--- config.mk ---
export PLATFORM = sky130hd
export DESIGN_NAME = bcd_datetime_counter
export DESIGN_NICKNAME = d
export VERILOG_FILES = /design/src/rtl/bcd_datetime_counter.sv
export SDC_FILE = /design/constraint.sdc
export NUM_CORES = 1
export LEC_CHECK = 0
export CAP_MARGIN = 20
export CORE_AREA = 2 2 131 133
export CTS_CLUSTER_DIAMETER = 150
export DETAILED_ROUTE_END_ITERATION = 8
export DIE_AREA = 0 0 133 135
export GPL_TIMING_DRIVEN = 0
export HOLD_SLACK_MARGIN = 0.1
export PLACE_DENSITY = 0.8
export SETUP_SLACK_MARGIN = 0.3
export SLEW_MARGIN = 10
export SYNTH_ARGS = -nofsm -noshare
export SYNTH_HDL_FRONTEND = slang
export SYNTH_SLANG_ARGS = --single-unit
--- constraint.sdc ---
create_clock -name clk -period 6.6 [get_ports clk]
set_clock_uncertainty 0.2 [all_clocks]
set_input_delay 0.99 -clock clk [delete_from_list [all_inputs] [get_ports clk]]
set_output_delay 0.99 -clock clk [all_outputs]
set_load 0.005 [all_outputs]
--- src/rtl/bcd_datetime_counter.sv ---
// BCD time-of-day and Gregorian calendar counter with prescaled second tick
// and a six-field edit FSM (next_field / inc / dec).
module bcd_datetime_counter #(
  parameter int          CLK_HZ   = 50_000_000,
  parameter int          FAST_DIV = 500,
  parameter logic [15:0] RST_YEAR = 16'h2024,
  parameter int          PRE_W    = 26
) (
  input  logic        clk,
  input  logic        rst,
  input  logic        fast,
  input  logic        next_field,
  input  logic        inc,
  input  logic        dec,
  output logic [23:0] time_bcd,
  output logic [31:0] date_bcd,
  output logic [2:0]  field_sel,
  output logic        sec_tick,
  output logic        day_rollover
);

  typedef enum logic [2:0] {
    S_RUN  = 3'd0,
    S_SEC  = 3'd1,
    S_MIN  = 3'd2,
    S_HOUR = 3'd3,
    S_DAY  = 3'd4,
    S_MON  = 3'd5,
    S_YEAR = 3'd6
  } state_t;

  state_t           r_state;
  logic [7:0]       r_sec, r_min, r_hour, r_day, r_mon;
  logic [15:0]      r_year;
  logic [PRE_W-1:0] r_pre;
  logic             r_sec_tick, r_day_rollover;

  // Two-digit BCD step with wrap; >= / <= keep an out-of-range value recoverable.
  function automatic logic [7:0] bcd2_inc(input logic [7:0] v, input logic [7:0] lo,
                                          input logic [7:0] hi);
    if (v >= hi)              return lo;
    else if (v[3:0] == 4'd9)  return {v[7:4] + 4'd1, 4'd0};
    else                      return v + 8'd1;
  endfunction

  function automatic logic [7:0] bcd2_dec(input logic [7:0] v, input logic [7:0] lo,
                                          input logic [7:0] hi);
    if (v <= lo)              return hi;
    else if (v[3:0] == 4'd0)  return {v[7:4] - 4'd1, 4'd9};
    else                      return v - 8'd1;
  endfunction

  function automatic logic [15:0] bcd4_inc(input logic [15:0] v);
    logic [15:0] r;
    logic        c;
    r = v;
    c = 1'b1;
    for (int k = 0; k < 4; k++) begin
      if (c) begin
        if (r[4*k +: 4] == 4'd9) r[4*k +: 4] = 4'd0;
        else begin
          r[4*k +: 4] = r[4*k +: 4] + 4'd1;
          c = 1'b0;
        end
      end
    end
    return r;
  endfunction

  function automatic logic [15:0] bcd4_dec(input logic [15:0] v);
    logic [15:0] r;
    logic        b;
    r = v;
    b = 1'b1;
    for (int k = 0; k < 4; k++) begin
      if (b) begin
        if (r[4*k +: 4] == 4'd0) r[4*k +: 4] = 4'd9;
        else begin
          r[4*k +: 4] = r[4*k +: 4] - 4'd1;
          b = 1'b0;
        end
      end
    end
    return r;
  endfunction

  // A two-digit BCD number is divisible by 4 iff (even tens, units 0/4/8) or (odd tens, units 2/6).
  function automatic logic div4_bcd(input logic [7:0] v);
    if (v[4]) return (v[3:0] == 4'd2) || (v[3:0] == 4'd6);
    else      return (v[3:0] == 4'd0) || (v[3:0] == 4'd4) || (v[3:0] == 4'd8);
  endfunction

  function automatic logic is_leap(input logic [15:0] y);
    if (y[7:0] != 8'h00) return div4_bcd(y[7:0]);
    else                 return div4_bcd(y[15:8]);
  endfunction

  function automatic logic [7:0] dim(input logic [7:0] m, input logic [15:0] y);
    case (m)
      8'h02:                      return is_leap(y) ? 8'h29 : 8'h28;
      8'h04, 8'h06, 8'h09, 8'h11: return 8'h30;
      default:                    return 8'h31;
    endcase
  endfunction

  function automatic logic [7:0] min8(input logic [7:0] a, input logic [7:0] b);
    return (a < b) ? a : b;
  endfunction

  logic [PRE_W-1:0] w_div_m1;
  logic             w_tick, w_edit_inc, w_edit_dec;
  logic [7:0]       w_dim_cur, w_mon_new;
  logic [15:0]      w_year_new;
  state_t           w_state_next;

  assign w_div_m1   = fast ? PRE_W'(FAST_DIV - 1) : PRE_W'(CLK_HZ - 1);
  assign w_tick     = (r_state == S_RUN) && (r_pre >= w_div_m1);
  assign w_edit_inc = inc & ~dec & ~next_field;
  assign w_edit_dec = dec & ~inc & ~next_field;
  assign w_dim_cur  = dim(r_mon, r_year);
  assign w_mon_new  = w_edit_inc ? bcd2_inc(r_mon, 8'h01, 8'h12) : bcd2_dec(r_mon, 8'h01, 8'h12);
  assign w_year_new = w_edit_inc ? bcd4_inc(r_year) : bcd4_dec(r_year);

  always_comb begin
    case (r_state)
      S_RUN:   w_state_next = S_SEC;
      S_SEC:   w_state_next = S_MIN;
      S_MIN:   w_state_next = S_HOUR;
      S_HOUR:  w_state_next = S_DAY;
      S_DAY:   w_state_next = S_MON;
      S_MON:   w_state_next = S_YEAR;
      default: w_state_next = S_RUN;
    endcase
  end

  always_ff @(posedge clk) begin
    if (rst) begin
      r_state        <= S_RUN;
      r_sec          <= 8'h00;
      r_min          <= 8'h00;
      r_hour         <= 8'h00;
      r_day          <= 8'h01;
      r_mon          <= 8'h01;
      r_year         <= RST_YEAR;
      r_pre          <= '0;
      r_sec_tick     <= 1'b0;
      r_day_rollover <= 1'b0;
    end else begin
      r_sec_tick     <= w_tick;
      r_day_rollover <= 1'b0;
      // Prescaler only runs while in RUN; leaving or re-entering RUN restarts it.
      if (r_state == S_RUN && !next_field) r_pre <= w_tick ? '0 : r_pre + 1'b1;
      else                                 r_pre <= '0;

      if (w_tick) begin
        r_sec <= bcd2_inc(r_sec, 8'h00, 8'h59);
        if (r_sec == 8'h59) begin
          r_min <= bcd2_inc(r_min, 8'h00, 8'h59);
          if (r_min == 8'h59) begin
            r_hour <= bcd2_inc(r_hour, 8'h00, 8'h23);
            if (r_hour == 8'h23) begin
              r_day_rollover <= 1'b1;
              if (r_day >= w_dim_cur) begin
                r_day <= 8'h01;
                r_mon <= bcd2_inc(r_mon, 8'h01, 8'h12);
                if (r_mon == 8'h12) r_year <= bcd4_inc(r_year);
              end else begin
                r_day <= bcd2_inc(r_day, 8'h01, w_dim_cur);
              end
            end
          end
        end
      end

      if (next_field) begin
        r_state <= w_state_next;
      end else if (w_edit_inc || w_edit_dec) begin
        case (r_state)
          S_SEC:  r_sec  <= w_edit_inc ? bcd2_inc(r_sec, 8'h00, 8'h59) : bcd2_dec(r_sec, 8'h00, 8'h59);
          S_MIN:  r_min  <= w_edit_inc ? bcd2_inc(r_min, 8'h00, 8'h59) : bcd2_dec(r_min, 8'h00, 8'h59);
          S_HOUR: r_hour <= w_edit_inc ? bcd2_inc(r_hour, 8'h00, 8'h23) : bcd2_dec(r_hour, 8'h00, 8'h23);
          S_DAY:  r_day  <= w_edit_inc ? bcd2_inc(r_day, 8'h01, w_dim_cur) : bcd2_dec(r_day, 8'h01, w_dim_cur);
          S_MON: begin
            r_mon <= w_mon_new;
            r_day <= min8(r_day, dim(w_mon_new, r_year));
          end
          S_YEAR: begin
            r_year <= w_year_new;
            r_day  <= min8(r_day, dim(r_mon, w_year_new));
          end
          default: ;
        endcase
      end
    end
  end

  assign time_bcd     = {r_hour, r_min, r_sec};
  assign date_bcd     = {r_day, r_mon, r_year};
  assign field_sel    = r_state;
  assign sec_tick     = r_sec_tick;
  assign day_rollover = r_day_rollover;

endmodule

==> results.py <==
metrics = {
    "outcome": {
        "status": "complete, no violations",
    },
    "logic_synthesis": {
        "netlist_instances": 1152,
        "yosys.area.top_type": "dfxtp_1",
        "synthTopCellsByArea": "dfxtp_1 21%, ha_1 6.9%, nor2_1 6.6%, nand2_1 4.6%, o21ai_0 4.4%",
        "yosysSeqAreaShare_pct": 21.27,
        "syn-num-nets": 1203,
        "synth-seq-cells": 87,
        "synth_top_area_share_pct": 21.27,
        "avgSynthCellArea_um2": 7.109,
        "synthFlopType": "dfxtp_1",
        "syn_area_mm2": 0.008189,
        "yosysMostFrequentCell": "nor2_1",
        "async_flop_share_pct": 0,
        "synth_enable_flop_cells": 0,
        "synth_warnings": 0,
        "synth_cell_types": 83,
        "yosys-top-cells-count": "143 x nor2_1, 101 x nand2_1, 87 x dfxtp_1",
    },
    "timing": {
        "period_minus_slack_ns": 5.339,
        "hold_viol": 0,
        "setup_viol_count_final": 0,
        "layout_setup_ws_ns": 1.261,
        "fin_hold_ws_ns": 0.2750,
        "min_period_over_period_pct": 80.89,
        "worst_pin_slew_ns": 1.101,
        "max_slew_margin_pct": 26.01,
        "max_freq_ghz": 0.1873,
        "slew_violations": 0,
        "rsz0062_at_grt": "false",
        "setup_tns_ns": 0,
    },
    "drt": {
        "viasPerCell": 6.357,
        "wire_per_inst_um": 17.40,
        "drc": 0,
        "first_pass_iters": 6,
        "route.vias.total": 9243,
        "postRouteAntennaNets": 0,
        "drtIter0Drc": 971,
        "routed_wl_mm": 25.31,
    },
    "finish": {
        "nets": 1280,
        "n_fill_cell": 1509,
        "drive_gt1_share_pct": 4.295,
        "area_growth_syn_to_layout_pct": 14.85,
        "insertedDiodeCount": 0,
    },
    "global_routing": {
        "grt.overflow.total": 0,
        "grt_pass1_vias": 8303,
        "grt.total_usage_pct": 27.69,
        "antenna_found_initial": 0,
        "grt_max_degree": 17,
        "grt_pass1_wl_mm": 40.80,
    },
    "setup_path": {
        "worstSetupEndpoint": "r_day[0]$_SDFFE_PP1P_",
        "rrSetupSlack_ns": 1.54,
        "cp-end-kind": "flop",
        "crit_path_max_fanout": 10,
        "critPathLaunch": "inc",
        "crit_type": "in -> reg",
        "r2r_start": "r_mon[4]$_SDFF_PP0_",
        "arrival_ns": 5.39,
        "regToRegEndpoint": "r_day[0]$_SDFFE_PP1P_",
        "critPathRequiredTime_ns": 6.66,
        "reg2regPathDepth": 17,
        "start_kind": "primary input",
    },
    "placement": {
        "port_buffers": 66,
        "gp_congestion": 0.9598,
        "pre_cts_ws_ns": 0.9470,
        "dp_hpwl_mm": 18.54,
    },
    "min_path": {
        "holdPathStages": 1,
        "hold_start": "r_pre[0]$_SDFF_PP0_",
        "hp-class": "reg -> reg",
    },
    "floorplanning": {
        "start_util_pct": 49.91,
        "dieArea_mm2": 0.01796,
        "core_area_mm2": 0.01641,
        "die_width_um": 133,
        "die_y_um": 135,
        "row_count": 47,
        "num_io_pins": 67,
    },
    "pwr": {
        "p_int_uw": 858.9,
        "power_leakage_nw": 3.334,
        "power.net_switching_uw": 363.9,
        "ir_drop_mv": 0.1063,
        "comb_power_share_pct": 14.6,
        "pwr-share-seq_pct": 44.4,
        "swShare_pct": 29.76,
        "power.density_mw_per_mm2": 130.0,
        "power_frac_clock_pct": 41.0,
    },
    "job": {
        "max-cap-violations": 0,
    },
    "clock_network": {
        "cts_tree": "built",
        "root_buffer": "clkbuf_16",
        "cts_repair_resize_count": 0,
        "clk_pin_slew_ns": 0.07,
        "clkLatencyLatePin_ns": 0.37,
        "cts_hold_buf": 0,
        "clkSinkCount": 87,
        "cts_setup_buffers": 0,
        "h-tree-depth": 3,
        "clk_path_buf_depth": 2,
        "numCtsBuffers": 9,
    },
}
-- worst max-delay path, cell delays in order --
cell,delay (ns)
clkdlybuf4s50_1,0.57
nor3b_4,0.42
buf_4,0.27
a311oi_1,0.07
o41ai_1,0.35
o2111ai_1,0.30
nor4_1,0.45
nand3_1,0.24
ha_1,0.34
o211ai_1,0.09
a32o_1,0.22
a31o_2,0.22
a21oi_2,0.30
nor2_1,0.13
o41a_1,0.42
-- area by class of cell --
cell class / count / area, um2 / area share [%]
plain buffers: 87 / 356.6 / 3.791
clock buffers: 10 / 229.0 / 2.434
clock inverters: 6 / 51.30 / 0.5454
inverters: 42 / 157.7 / 1.676
multi-input cells: 936 / 5933 / 63.08
flip-flops and latches: 87 / 1742 / 18.52
well taps: 220 / 275.3 / 2.927
repair buffers: 66 / 660.6 / 7.024
-- power groups by stage --
stage / Combinational [mW] / Sequential, mW / Clock (mW)
6_report: 0.179 / 0.543 / 0.501
5_1_grt: 0.197 / 0.544 / 0.529
4_1_cts: 0.174 / 0.542 / 0.508
3_5_place_dp: 0.173 / 0.555 / 0
3_3_place_gp: 0.172 / 0.554 / 0
2_1_floorplan: 0.119 / 0.552 / 0
-- worst min path at each step --
| stage | to | slack (ns) |
|---|---|---|
| after CTS | r_pre[0]$_SDFF_PP0_ | 0.28 |
| after detailed placement | r_pre[0]$_SDFF_PP0_ | 0.26 |
| after floorplan | r_pre[0]$_SDFF_PP0_ | 0.23 |
| final | r_pre[0]$_SDFF_PP0_ | 0.27 |
| after global placement | r_pre[0]$_SDFF_PP0_ | 0.25 |
| after global routing | r_pre[0]$_SDFF_PP0_ | 0.29 |
-- logic make-up (layout without fill, tap and decap cells) --
logic type	count (synthesis)	in the layout	synth area share, %
fa+ha+maj	45	45	6.875
mux	17	17	2.154
flops	87	87	21.27
compound gates	350	350	28.68
simple gates	469	469	28.86
buf+inv	129	211	6.279
xor+xnor	55	55	5.882
-- placed cells by master, fill, tap and decap left out, types with 8 or more instances in the layout --
| master | Yosys | layout |
|---|---|---|
| clkdlybuf4s50_1 | 0 | 66 |
| nand2_1 | 101 | 101 |
| a211oi_1 | 37 | 37 |
| a221oi_1 | 13 | 13 |
| xnor2_1 | 28 | 28 |
| nand4_1 | 14 | 14 |
| a21o_1 | 10 | 10 |
| buf_1 | 11 | 11 |
| nor4_1 | 16 | 16 |
| nor2_1 | 143 | 143 |
| clkbuf_16 | 0 | 9 |
| mux2i_1 | 12 | 12 |
| ha_1 | 45 | 45 |
| nor3_1 | 42 | 42 |
| or3_1 | 23 | 23 |
| nand3_1 | 40 | 40 |
| xor2_1 | 27 | 27 |
| nand2b_1 | 10 | 10 |
| dfxtp_1 | 87 | 87 |
| a311oi_1 | 23 | 23 |
| a31oi_1 | 22 | 22 |
| a21oi_1 | 71 | 71 |
| nor2b_1 | 9 | 9 |
| o31ai_1 | 13 | 13 |
| o21ai_0 | 72 | 72 |
| inv_1 | 39 | 39 |
| and3_1 | 12 | 12 |
| clkbuf_1 | 66 | 67 |
| and2_1 | 11 | 11 |
| o22ai_1 | 8 | 8 |
-- per-layer routing --
layer,GRT usage (%),vias to the layer above,routed length (um)
li1,-,4426,-
met1,36.13,4262,10640
met2,44.33,474,11420
met3,3.866,81,2325
met4,15.11,0,920
met5,0,-,0
-- state kept, by name, indices dropped and copies added (netlist names) --
name,count
r_pre,26
r_year,16
r_day,8
r_hour,8
r_min,8
r_mon,8
r_sec,8
field_sel,3
day_rollover,1
sec_tick,1
-- stage by stage --
stage,util (%),cell area [um2],total power [mW],cells
floorplan,-,8189,0.6710,1152
global placement,55.62,9125,0.7261,1438
detailed placement,55.62,9125,0.7280,1438
CTS,57.32,9405,1.225,1454
global route,57.32,9405,1.269,1454
finish,57.32,9405,1.223,1454
Power figures use the tool's default switching activity.
